File: src/rtl/systolic_array_ctrl.sv
// -----------------------------------------------------------------------------
// systolic_array_ctrl
//   Job sequencer for a 4x4 systolic array. A job of K operand beats is fed
//   through diagonal skew lines (row i / column j delayed i / j cycles). The
//   16 bottom-edge results are collected into a buffer and returned as four
//   row beats on a valid/ready stream.
//
// Optional feature macro: SA_CTRL_PERF_EN
//   When defined, adds output perf_cycles (cycles from cmd accept to the final
//   result handshake of the last completed job, saturating).
//
// Ports:
//   ctrl_clk, ctrl_rst_n                 clock, async active-low reset
//   cmd_valid/cmd_ready/cmd_len          job request (ready only in IDLE)
//   in_valid/in_ready/in_a/in_b          operand beats (ready only in FEED)
//   array_en_left/array_data_left        skewed row inputs to the array
//   array_en_up/array_data_up            skewed column inputs to the array
//   array_en_down/array_data_down        bottom-edge results from the array
//   res_valid/res_ready/res_data/res_last result rows, res_last on row 3
//   busy                                 state != IDLE
//   err_timeout                          last job timed out (sticky)
// -----------------------------------------------------------------------------
module systolic_array_ctrl #(
  parameter int DATA_WIDTH = 32,
  parameter int LEN_W      = 8,
  parameter int TIMEOUT    = 64
) (
  input  logic                    ctrl_clk,
  input  logic                    ctrl_rst_n,
  input  logic                    cmd_valid,
  output logic                    cmd_ready,
  input  logic [LEN_W-1:0]        cmd_len,
  input  logic                    in_valid,
  output logic                    in_ready,
  input  logic [4*DATA_WIDTH-1:0] in_a,
  input  logic [4*DATA_WIDTH-1:0] in_b,
  output logic [3:0]              array_en_left,
  output logic [4*DATA_WIDTH-1:0] array_data_left,
  output logic [3:0]              array_en_up,
  output logic [4*DATA_WIDTH-1:0] array_data_up,
  input  logic [3:0]              array_en_down,
  input  logic [4*DATA_WIDTH-1:0] array_data_down,
  output logic                    res_valid,
  input  logic                    res_ready,
  output logic [4*DATA_WIDTH-1:0] res_data,
  output logic                    res_last,
  output logic                    busy,
  output logic                    err_timeout
`ifdef SA_CTRL_PERF_EN
  ,
  output logic [31:0]             perf_cycles
`endif
);

  localparam int DW     = DATA_WIDTH;
  localparam int WCNT_W = $clog2(TIMEOUT + 1);

  typedef enum logic [1:0] {
    S_IDLE = 2'd0,
    S_FEED = 2'd1,
    S_WAIT = 2'd2,
    S_OUT  = 2'd3
  } state_t;

  state_t            state_r, state_s;
  logic [LEN_W-1:0]  len_r;
  logic [LEN_W-1:0]  beat_cnt_r;
  logic [WCNT_W-1:0] wait_cnt_r;
  logic [1:0]        row_r;
  logic [2:0]        col_cnt_r [4];
  logic [DW-1:0]     res_buf_r [4][4];

  logic cmd_fire_s, in_fire_s, res_fire_s, all_done_s, wait_expired_s, collect_s;

  assign cmd_fire_s     = cmd_valid & (state_r == S_IDLE);
  assign in_fire_s      = in_valid & (state_r == S_FEED);
  assign res_fire_s     = res_ready & (state_r == S_OUT);
  assign collect_s      = (state_r == S_FEED) | (state_r == S_WAIT);
  assign all_done_s     = (col_cnt_r[0] == 3'd4) & (col_cnt_r[1] == 3'd4) &
                          (col_cnt_r[2] == 3'd4) & (col_cnt_r[3] == 3'd4);
  // The WAIT cycle in which the counter holds TIMEOUT-1 is the last one allowed.
  assign wait_expired_s = (wait_cnt_r == WCNT_W'(TIMEOUT - 1));

  // State register.
  always_ff @(posedge ctrl_clk or negedge ctrl_rst_n) begin
    if (!ctrl_rst_n) state_r <= S_IDLE;
    else             state_r <= state_s;
  end

  // Next-state logic.
  always_comb begin
    state_s = state_r;
    case (state_r)
      S_IDLE: begin
        if (cmd_fire_s) state_s = (cmd_len == '0) ? S_OUT : S_FEED;
        else            state_s = S_IDLE;
      end
      S_FEED: begin
        if (in_fire_s && ((beat_cnt_r + LEN_W'(1)) == len_r)) state_s = S_WAIT;
        else                                                  state_s = S_FEED;
      end
      S_WAIT: begin
        if (all_done_s || wait_expired_s) state_s = S_OUT;
        else                              state_s = S_WAIT;
      end
      S_OUT: begin
        if (res_fire_s && (row_r == 2'd3)) state_s = S_IDLE;
        else                               state_s = S_OUT;
      end
      default: state_s = S_IDLE;
    endcase
  end

  // Job length, beat/wait/row counters and the sticky timeout flag.
  always_ff @(posedge ctrl_clk or negedge ctrl_rst_n) begin
    if (!ctrl_rst_n) begin
      len_r       <= '0;
      beat_cnt_r  <= '0;
      wait_cnt_r  <= '0;
      row_r       <= 2'd0;
      err_timeout <= 1'b0;
    end else begin
      case (state_r)
        S_IDLE: begin
          if (cmd_fire_s) begin
            len_r       <= cmd_len;
            beat_cnt_r  <= '0;
            wait_cnt_r  <= '0;
            row_r       <= 2'd0;
            err_timeout <= 1'b0;
          end
        end
        S_FEED: begin
          if (in_fire_s) beat_cnt_r <= beat_cnt_r + LEN_W'(1);
        end
        S_WAIT: begin
          wait_cnt_r <= wait_cnt_r + WCNT_W'(1);
          // Completion wins over the timeout if both land in the same cycle.
          if (wait_expired_s && !all_done_s) err_timeout <= 1'b1;
        end
        S_OUT: begin
          if (res_fire_s) row_r <= row_r + 2'd1;
        end
        default: begin
          row_r <= 2'd0;
        end
      endcase
    end
  end

  // Bottom-edge collection: each column fills buffer rows 0..3 in arrival order.
  always_ff @(posedge ctrl_clk or negedge ctrl_rst_n) begin
    if (!ctrl_rst_n) begin
      for (int j = 0; j < 4; j++) begin
        col_cnt_r[j] <= 3'd0;
        for (int r = 0; r < 4; r++) res_buf_r[r][j] <= '0;
      end
    end else if (cmd_fire_s) begin
      for (int j = 0; j < 4; j++) begin
        col_cnt_r[j] <= 3'd0;
        for (int r = 0; r < 4; r++) res_buf_r[r][j] <= '0;
      end
    end else if (collect_s) begin
      for (int j = 0; j < 4; j++) begin
        if (array_en_down[j] && (col_cnt_r[j] != 3'd4)) begin
          res_buf_r[col_cnt_r[j][1:0]][j] <= array_data_down[j*DW +: DW];
          col_cnt_r[j]                    <= col_cnt_r[j] + 3'd1;
        end
      end
    end
  end

  // Skew lines: lane k is a (k+1)-stage chain; bubbles shift in when no beat is accepted.
  for (genvar k = 0; k < 4; k++) begin : g_skew
    logic [k:0]    left_en_r, up_en_r;
    logic [DW-1:0] left_d_r [k+1];
    logic [DW-1:0] up_d_r   [k+1];

    // Shift register chain for row k and column k.
    always_ff @(posedge ctrl_clk or negedge ctrl_rst_n) begin
      if (!ctrl_rst_n) begin
        left_en_r <= '0;
        up_en_r   <= '0;
        for (int s = 0; s <= k; s++) begin
          left_d_r[s] <= '0;
          up_d_r[s]   <= '0;
        end
      end else begin
        left_en_r[0] <= in_fire_s;
        up_en_r[0]   <= in_fire_s;
        left_d_r[0]  <= in_fire_s ? in_a[k*DW +: DW] : '0;
        up_d_r[0]    <= in_fire_s ? in_b[k*DW +: DW] : '0;
        for (int s = 1; s <= k; s++) begin
          left_en_r[s] <= left_en_r[s-1];
          up_en_r[s]   <= up_en_r[s-1];
          left_d_r[s]  <= left_d_r[s-1];
          up_d_r[s]    <= up_d_r[s-1];
        end
      end
    end

    assign array_en_left[k]              = left_en_r[k];
    assign array_en_up[k]                = up_en_r[k];
    assign array_data_left[k*DW +: DW]   = left_d_r[k];
    assign array_data_up[k*DW +: DW]     = up_d_r[k];
  end

  // Output decode from the state register and the result buffer.
  always_comb begin
    cmd_ready = 1'b0;
    in_ready  = 1'b0;
    res_valid = 1'b0;
    res_last  = 1'b0;
    busy      = 1'b1;
    res_data  = '0;
    case (state_r)
      S_IDLE: begin
        cmd_ready = 1'b1;
        busy      = 1'b0;
      end
      S_FEED: in_ready = 1'b1;
      S_WAIT: busy = 1'b1;
      S_OUT: begin
        res_valid = 1'b1;
        res_last  = (row_r == 2'd3);
        for (int j = 0; j < 4; j++) res_data[j*DW +: DW] = res_buf_r[row_r][j];
      end
      default: busy = 1'b0;
    endcase
  end

`ifdef SA_CTRL_PERF_EN
  logic [31:0] run_cnt_r;

  // Job latency counter; captured into perf_cycles on the final result handshake.
  always_ff @(posedge ctrl_clk or negedge ctrl_rst_n) begin
    if (!ctrl_rst_n) begin
      run_cnt_r   <= 32'd0;
      perf_cycles <= 32'd0;
    end else begin
      if (cmd_fire_s)                                            run_cnt_r <= 32'd0;
      else if ((state_r != S_IDLE) && (run_cnt_r != 32'hFFFF_FFFF)) run_cnt_r <= run_cnt_r + 32'd1;
      else                                                       run_cnt_r <= run_cnt_r;
      if (res_fire_s && (row_r == 2'd3))
        perf_cycles <= (run_cnt_r == 32'hFFFF_FFFF) ? run_cnt_r : run_cnt_r + 32'd1;
      else
        perf_cycles <= perf_cycles;
    end
  end
`endif

endmodule

File: config.mk
export PLATFORM = sky130hd
export DESIGN_NAME = systolic_array_ctrl
export DESIGN_NICKNAME = d
export VERILOG_FILES = /design/src/rtl/systolic_array_ctrl.sv
export SDC_FILE = /design/constraint.sdc
export NUM_CORES = 1
export LEC_CHECK = 0
export CAP_MARGIN = 20
export CELL_PAD_IN_SITES_DETAIL_PLACEMENT = 0
export CELL_PAD_IN_SITES_GLOBAL_PLACEMENT = 1
export CORE_MARGIN = 1.5
export CORE_UTILIZATION = 43
export CTS_BUF_LIST = sky130_fd_sc_hd__clkbuf_8
export CTS_CLUSTER_SIZE = 14
export DETAILED_ROUTE_END_ITERATION = 12
export MAX_ROUTING_LAYER = met4
export PLACE_DENSITY_LB_ADDON = 0.1
export SLEW_MARGIN = 20
export SYNTH_ARGS = -nofsm -noshare
export SYNTH_HDL_FRONTEND = slang
export SYNTH_SLANG_ARGS = --single-unit
File: constraint.sdc
create_clock -name ctrl_clk -period 2.4 [get_ports ctrl_clk]
set_input_delay 0.48 -clock ctrl_clk [delete_from_list [all_inputs] [get_ports ctrl_clk]]
set_output_delay 0.48 -clock ctrl_clk [all_outputs]
set_load 0.02 [all_outputs]
==> reports/metrics.yaml, run 1 <==
synth_area_um2: 46200
end_kind: "output pin"
synth-edff-count: 0
slew_viol_final: 0
max-slew-margin-rel_pct: 36.2
ioPinCount: 799
crit_top_cell: "buf_12"
synth_fp_nets: 4409
dp.final_hpwl_um: 92600
die_y_um: 331
cp.buffers_inverters: 5
ant_nets: 0
routed_wl_um: 139000
rsz0062_at_grt: "true"
ys_ff_latch: 1196
yosysTopAreaCell: "dfrtp_1"
power.internal_mw: 43.8
synth-compound-area-share_pct: 6.17
track_usage_pct: 26.3
synth.most_common_cell: "dfrtp_1"
cts_sinks: 1196
synth_area_leaders: "dfrtp_1, nand2_1, mux4_2"
placed_area_um2: 55000
reg2reg_slack_ns: 0.15
synth_async_sr_flop_share_pct: 100
combinationalPowerShare_pct: 26.6
synth_seq_area_share_pct: 64.8
clock_path_buffers: 3
violations: "setup timing"
initial_core_util_pct: 43.3
status: "complete, but fails checks"
synth.mux.area_fraction_pct: 6.43
seq_power_share_pct: 44.3
hold_path.class: "in2async"
antenna_found_initial: 33
swShare_pct: 32.1
grt_pass1_wl_um: 208000
ys_types: 46
crit_path_start_kind: "flip-flop"
dr_total_vias: 31700
htreeDepth: 4
core_um2: 107000
die_w_um: 331
synthAdderAreaFrac_pct: 0.623
drt_pass1_iterations: 5
worst_slew_pin_slew_ns: 0.958
cts-root-buf: "clkbuf_8"
fmax_mhz: 322
grt_max_degree: 154
cts_buffers: 197
synthFlopType: "dfrtp_1"
rr_worst_depth: 8
postLayoutCoreUtil_pct: 56.8
setup_viol: 130
clkPwrFrac_pct: 29.1
path_cells: "buf_12, buf_12, buf_12, buf_16, mux4_2, and2_4, buf_6"
synth_top_family_by_area: "simple AND/OR/NAND/NOR gates"
synth_top_area_share_pct: 64.8
clk_latency_ns: 0.85
fin_ws_ns: -0.703
vdd_drop_max_uv: 626
io_buffers: 798
drcViolationCount: 0
grt_pass1_vias: 31700
cp_data_required_time_ns: 1.92
timing.rr.start: "state_r[1]"
finalSetupTns_ns: -77.53
area_growth_pct: 31.2
yosys.area_share.simple_pct: 15.0
grt-ovfl-total: 0
crit_type: "reg2out"
fin_skew_ns: 0.0317
place_congestion: 0.871
crit_path_max_fanout: 7
hold_violations: 0
synthCells: 3985
maxCapViolCount: 0
clk_pin_slew_ns: 0.07
rows: 120
finalCritPeriodShare_pct: 129
r2r-end: "state_r[0]"
final_cell_area_um2: 60700
crit_slowest_cell: "dfrtp_4"
switchingPower_mw: 20.7
syn_avg_cell_area_um2: 11.6
synth_commonest_cells: "dfrtp_1, nand2_1, a21oi_1"
crit_path_max_incr_delay_ns: 0.51
p_leak_nw: 29.0
drt_iter0_drc: 2330
ys_warn_count: 0
synth-xor-area-share_pct: 0.433
pre_cts_ws_ns: -0.178
period_needed_ns: 3.10
cts_tree: "built"
viasPerCell: 5.04
crit_family: "buffers and inverters"
cp.arrival_ns: 2.62
p_per_area_nw_per_um2: 1060
drive_gt1_share_pct: 18.4
die-area_um2: 109000
wl_per_cell_um: 22.1
nets: 5118
logic make-up (layout without fill, tap and decap cells):
| family | Yosys count | in the layout |
|---|---|---|
| adders and majority gates | 23 | 23 |
| AOI/OAI and AO/OA | 556 | 556 |
| xor gates and xnor gates | 22 | 22 |
| DFF | 1196 | 1196 |
| buffers and inverters | 500 | 1369 |
| muxes | 137 | 137 |
| other | 0 | 35 |
| and+or+nand+nor | 1551 | 1551 |
cells in the final DEF, fill, tap and decap left out, types with 13 or more instances in the layout:
cell type        Yosys  final
a21oi_1            525    525
dlygate4sd2_1        0    125
clkdlybuf4s50_1      0    524
buf_16               0     14
buf_12               0     83
and2_1             146     23
and2_4               0    123
clkbuf_8             0    251
and3_1             261    261
dlymetal6s2s_1       0     14
xnor2_1             15     15
diode_2              0     35
clkinv_2             0     24
mux4_2             128    128
ha_1                23     19
nor2_1              28     28
dfrtp_1           1196   1194
buf_8                0     13
buf_4              246     76
buf_6               11    132
inv_1               18     79
nand2_1           1086   1086
o21ai_0             13     13
power by group through the flow:
stage	Combinational [mW]	Clock (mW)	Sequential, mW
after floorplan	10.9	0	27.6
after global placement	16.2	0	29.0
after detailed placement	16.4	0	28.9
after CTS	17.3	19.2	28.5
after global routing	18.9	20.2	29.0
final	17.2	18.8	28.6
how the worst max path moves through the flow:
stage,cells past startpoint,slack (ns),end,start
3_3_place_gp,5,-0.18,res_data[13],row_r[0]
4_1_cts,7,-0.84,res_data[115],row_r[0]
6_report,7,-0.70,res_data[88],row_r[0]
5_1_grt,7,-0.84,res_data[106],row_r[0]
3_5_place_dp,5,-0.18,res_data[15],row_r[0]
2_1_floorplan,5,0.32,res_data[100],state_r[0]
metal layers:
layer / track usage, % / routed length (um)
met1: 32.7 / 55400
met4: 8.13 / 3340
met3: 7.13 / 10600
met5: - / 0
met2: 41.8 / 70000
area by class of cell:
cell class	instances	area [um^2]
clock buffers	251	3450
repair buffers	992	10900
inverters	18	70.1
well taps	1403	1760
fillers	8994	46100
clock inverters	108	798
flip-flops and latches	1196	29900
diodes	35	87.6
multi-input cells	2289	13600
sequential cells by signal (all words and copies together), names as in the netlist:
signal            count
row_r                 2
array_data_left      96
wait_cnt_r            7
g_skew.up_d_r       224
res_buf_r           512
col_cnt_r            12
err_timeout           1
g_skew.left_d_r     224
len_r                 8
beat_cnt_r            8
array_data_up        96
g_skew.left_en_r      1
state_r               2
g_skew.up_en_r        3
through the flow:
step	hold slack (ns)	power, mW	instances
after CTS	0.0901	65.1	6249
after detailed placement	0.335	45.3	5848
final	0.203	64.5	6292
after global routing	0.134	68.1	6288
after floorplan	0.184	38.6	3985
after global placement	0.331	45.1	5848
what timing repair did:
item | 4_1_cts | 5_1_grt
gates cloned | 15 | 1
endpoints found under the hold margin | 567 | 0
gates resized for setup | 963 | 120
pin swaps | 43 | 18
buffers inserted | 27 | 14
hold buffers | 2 | 0
setup endpoints to repair | 258 | 148
Note: power is estimated with default switching activity, not from simulation.
==> inputs of run 2 (changes only) <==
Settings changed: PLACE_DENSITY from default to 0.9, PLACE_DENSITY_LB_ADDON 0.1 to default.
==> run 2 against run 1 <==
  * The flow still finishes with violations (setup timing)
  * Clock skew grew 0.0047 ns
  * Critical endpoint is now res_data[127]
  * Clock power is 3% lower
  * Sequential power is essentially flat
  * Critical path depth decreased by 1
  * First-iteration DRC count increased by 17%
  * Hold slack got worse by 0.064 ns
  * Cell count increased by 0.17%
  * Highest routed layer unchanged
  * Power about the same
  * Fmax shrank 1.3%
  * Count of clock-buffer cells in the layout is 13 lower
==> reports/metrics.yaml, run 2 (same netlist as run 1, synthesis figures left out) <==
status: "complete, but fails checks"
violations: "setup timing"
wl_per_cell_um: 22.7
ioPinCount: 799
power.internal_mw: 43.4
drive_gt1_share_pct: 18.4
track_usage_pct: 26.5
clk_latency_ns: 0.86
core_um2: 107000
htreeDepth: 4
grt_max_degree: 136
clock_path_buffers: 3
crit_type: "reg2out"
fmax_mhz: 318
p_leak_nw: 28.9
min_from: "in_valid"
die_y_um: 331
swShare_pct: 32.7
worst_slew_pin_slew_ns: 0.761
p_per_area_nw_per_um2: 1070
min_to: "g_skew[3].up_en_r[0]"
crit_path_max_incr_delay_ns: 0.52
crit_family: "buffers and inverters"
reg2reg_slack_ns: 0.21
hold_violations: 0
switchingPower_mw: 21.1
io_buffers: 798
nets: 5118
fin_skew_ns: 0.0364
end_kind: "output pin"
vdd_drop_max_uv: 840
rr_worst_depth: 8
fin_cells: 6303
crit_slowest_cell: "mux4_2"
drcViolationCount: 0
viasPerCell: 5.20
area_growth_pct: 30.7
largest_reg_flops: 512
fin_ws_ns: -0.745
place_inst: 5847
cp.buffers_inverters: 4
initial_core_util_pct: 43.3
cts_sinks: 1196
cp.arrival_ns: 2.66
cts_buffers: 191
slew_viol_final: 0
cp_data_required_time_ns: 1.92
crit_path_start_kind: "flip-flop"
dr_total_vias: 32700
drt_iter0_drc: 2719
die-area_um2: 109000
crit_top_cell: "buf_6"
cts-root-buf: "clkbuf_8"
rows: 120
setup_viol: 130
timing.rr.start: "col_cnt_r[6]"
hold_path.class: "in2reg"
dp.final_hpwl_um: 96700
grt-ovfl-total: 0
place_congestion: 0.953
clkPwrFrac_pct: 28.4
finalCritPeriodShare_pct: 131
seq_power_share_pct: 44.8
die_w_um: 331
maxCapViolCount: 0
routed_wl_um: 143000
antenna_found_initial: 55
crit_path_max_fanout: 6
rsz0062_at_grt: "true"
path_cells: "buf_12, clkbuf_16, buf_6, mux4_2, and2_4, buf_6"
r2r-end: "res_buf_r[322]"
clk_pin_slew_ns: 0.06
holdPathStages: 3
layout_common_cells: "dfrtp_1, nand2_1, a21oi_1, clkdlybuf4s50_1, and3_1"
ant_nets: 0
drt_pass1_iterations: 5
grt_pass1_vias: 32900
total_power_mw: 64.5
final_common_cell: "dfrtp_1"
period_needed_ns: 3.14
grt_pass1_wl_um: 210000
combinationalPowerShare_pct: 26.8
max-slew-margin-rel_pct: 48.7
regMostFlops: "res_buf_r"
top_regs: "res_buf_r (512), g_skew.left_d_r (224), g_skew.up_d_r (224)"
cts_tree: "built"
==> run 2: cell count changes in the layout (fill, tap and decap cells not counted), sizes merged, moves of 3 or more <==
| cell | previous run | this run |
|---|---|---|
| clkinv | 28 | 22 |
| diode | 35 | 54 |
| buf | 322 | 328 |
| dlymetal6s2s | 14 | 1 |
| clkbuf | 252 | 244 |
| inv | 87 | 91 |
| clkdlybuf4s50 | 524 | 487 |
| dlygate4sd2 | 125 | 175 |
| clkdlybuf4s15 | 3 | 0 |
==> run 2: cell type report <==
class	count	area, um^2
antenna	54	135
clock buffer	238	3280
clock inverter	107	823
fill	8606	46400
inverter	18	72.6
multi-input combinational	2289	13600
sequential	1196	29900
tap	1403	1760
timing repair buffer	998	10800
==> run 2: metal layers <==
layer,share of wire [%],GRT usage [%],up-vias,routed length (um)
li1,-,-,14500,-
met2,47,39.6,1560,67900
met4,4.7,13.6,0,6810
met1,39,32.6,16300,55700
met3,9.0,8.11,392,12900
met5,0,-,-,0
==> run 2: worst max-delay path by stage <==
stage,from,end,cells after the start
2_1_floorplan,state_r[0],res_data[100],5
3_3_place_gp,row_r[0],res_data[123],5
3_5_place_dp,row_r[0],res_data[81],5
4_1_cts,row_r[0],res_data[81],5
5_1_grt,row_r[0],res_data[127],6
6_report,row_r[0],res_data[127],6
==> run 2: repair_timing <==
item,in CTS,in global routing
gates cloned,4,6
gates resized for setup,714,468
buffers inserted,30,30
hold buffers,1,0
setup endpoints to repair,308,135
pin swaps,2,37
endpoints found under the hold margin,721,0
==> run 2: worst min-delay path, stage by stage <==
cell and delay [ns]:
buf_6 0.09, nand2_1 0.14, inv_1 0.20
==> run 2: power groups by stage <==
stage	sequential, mW	clock [mW]	combinational, mW
floorplan	27.6	0	10.9
global placement	28.9	0	16.0
detailed placement	29.0	0	16.5
CTS	28.7	18.7	16.6
global route	29.2	19.6	18.8
finish	28.9	18.3	17.3
==> run 2: per-stage QoR <==
step | hold WS (ns) | setup slack, ns | utilization [%] | TNS (ns) | cell area [um^2]
3_3_place_gp | 0.331 | -0.189 | 51.5 | -15.55 | 54900
5_1_grt | 0.0852 | -0.853 | 56.5 | -96.35 | 60400
4_1_cts | 0.0281 | -0.922 | 55.3 | -103.41 | 59100
3_5_place_dp | 0.335 | -0.219 | 51.5 | -16.40 | 54900
2_1_floorplan | 0.184 | 0.321 | - | 0 | 46200
6_report | 0.139 | -0.745 | 56.6 | -81.08 | 60400
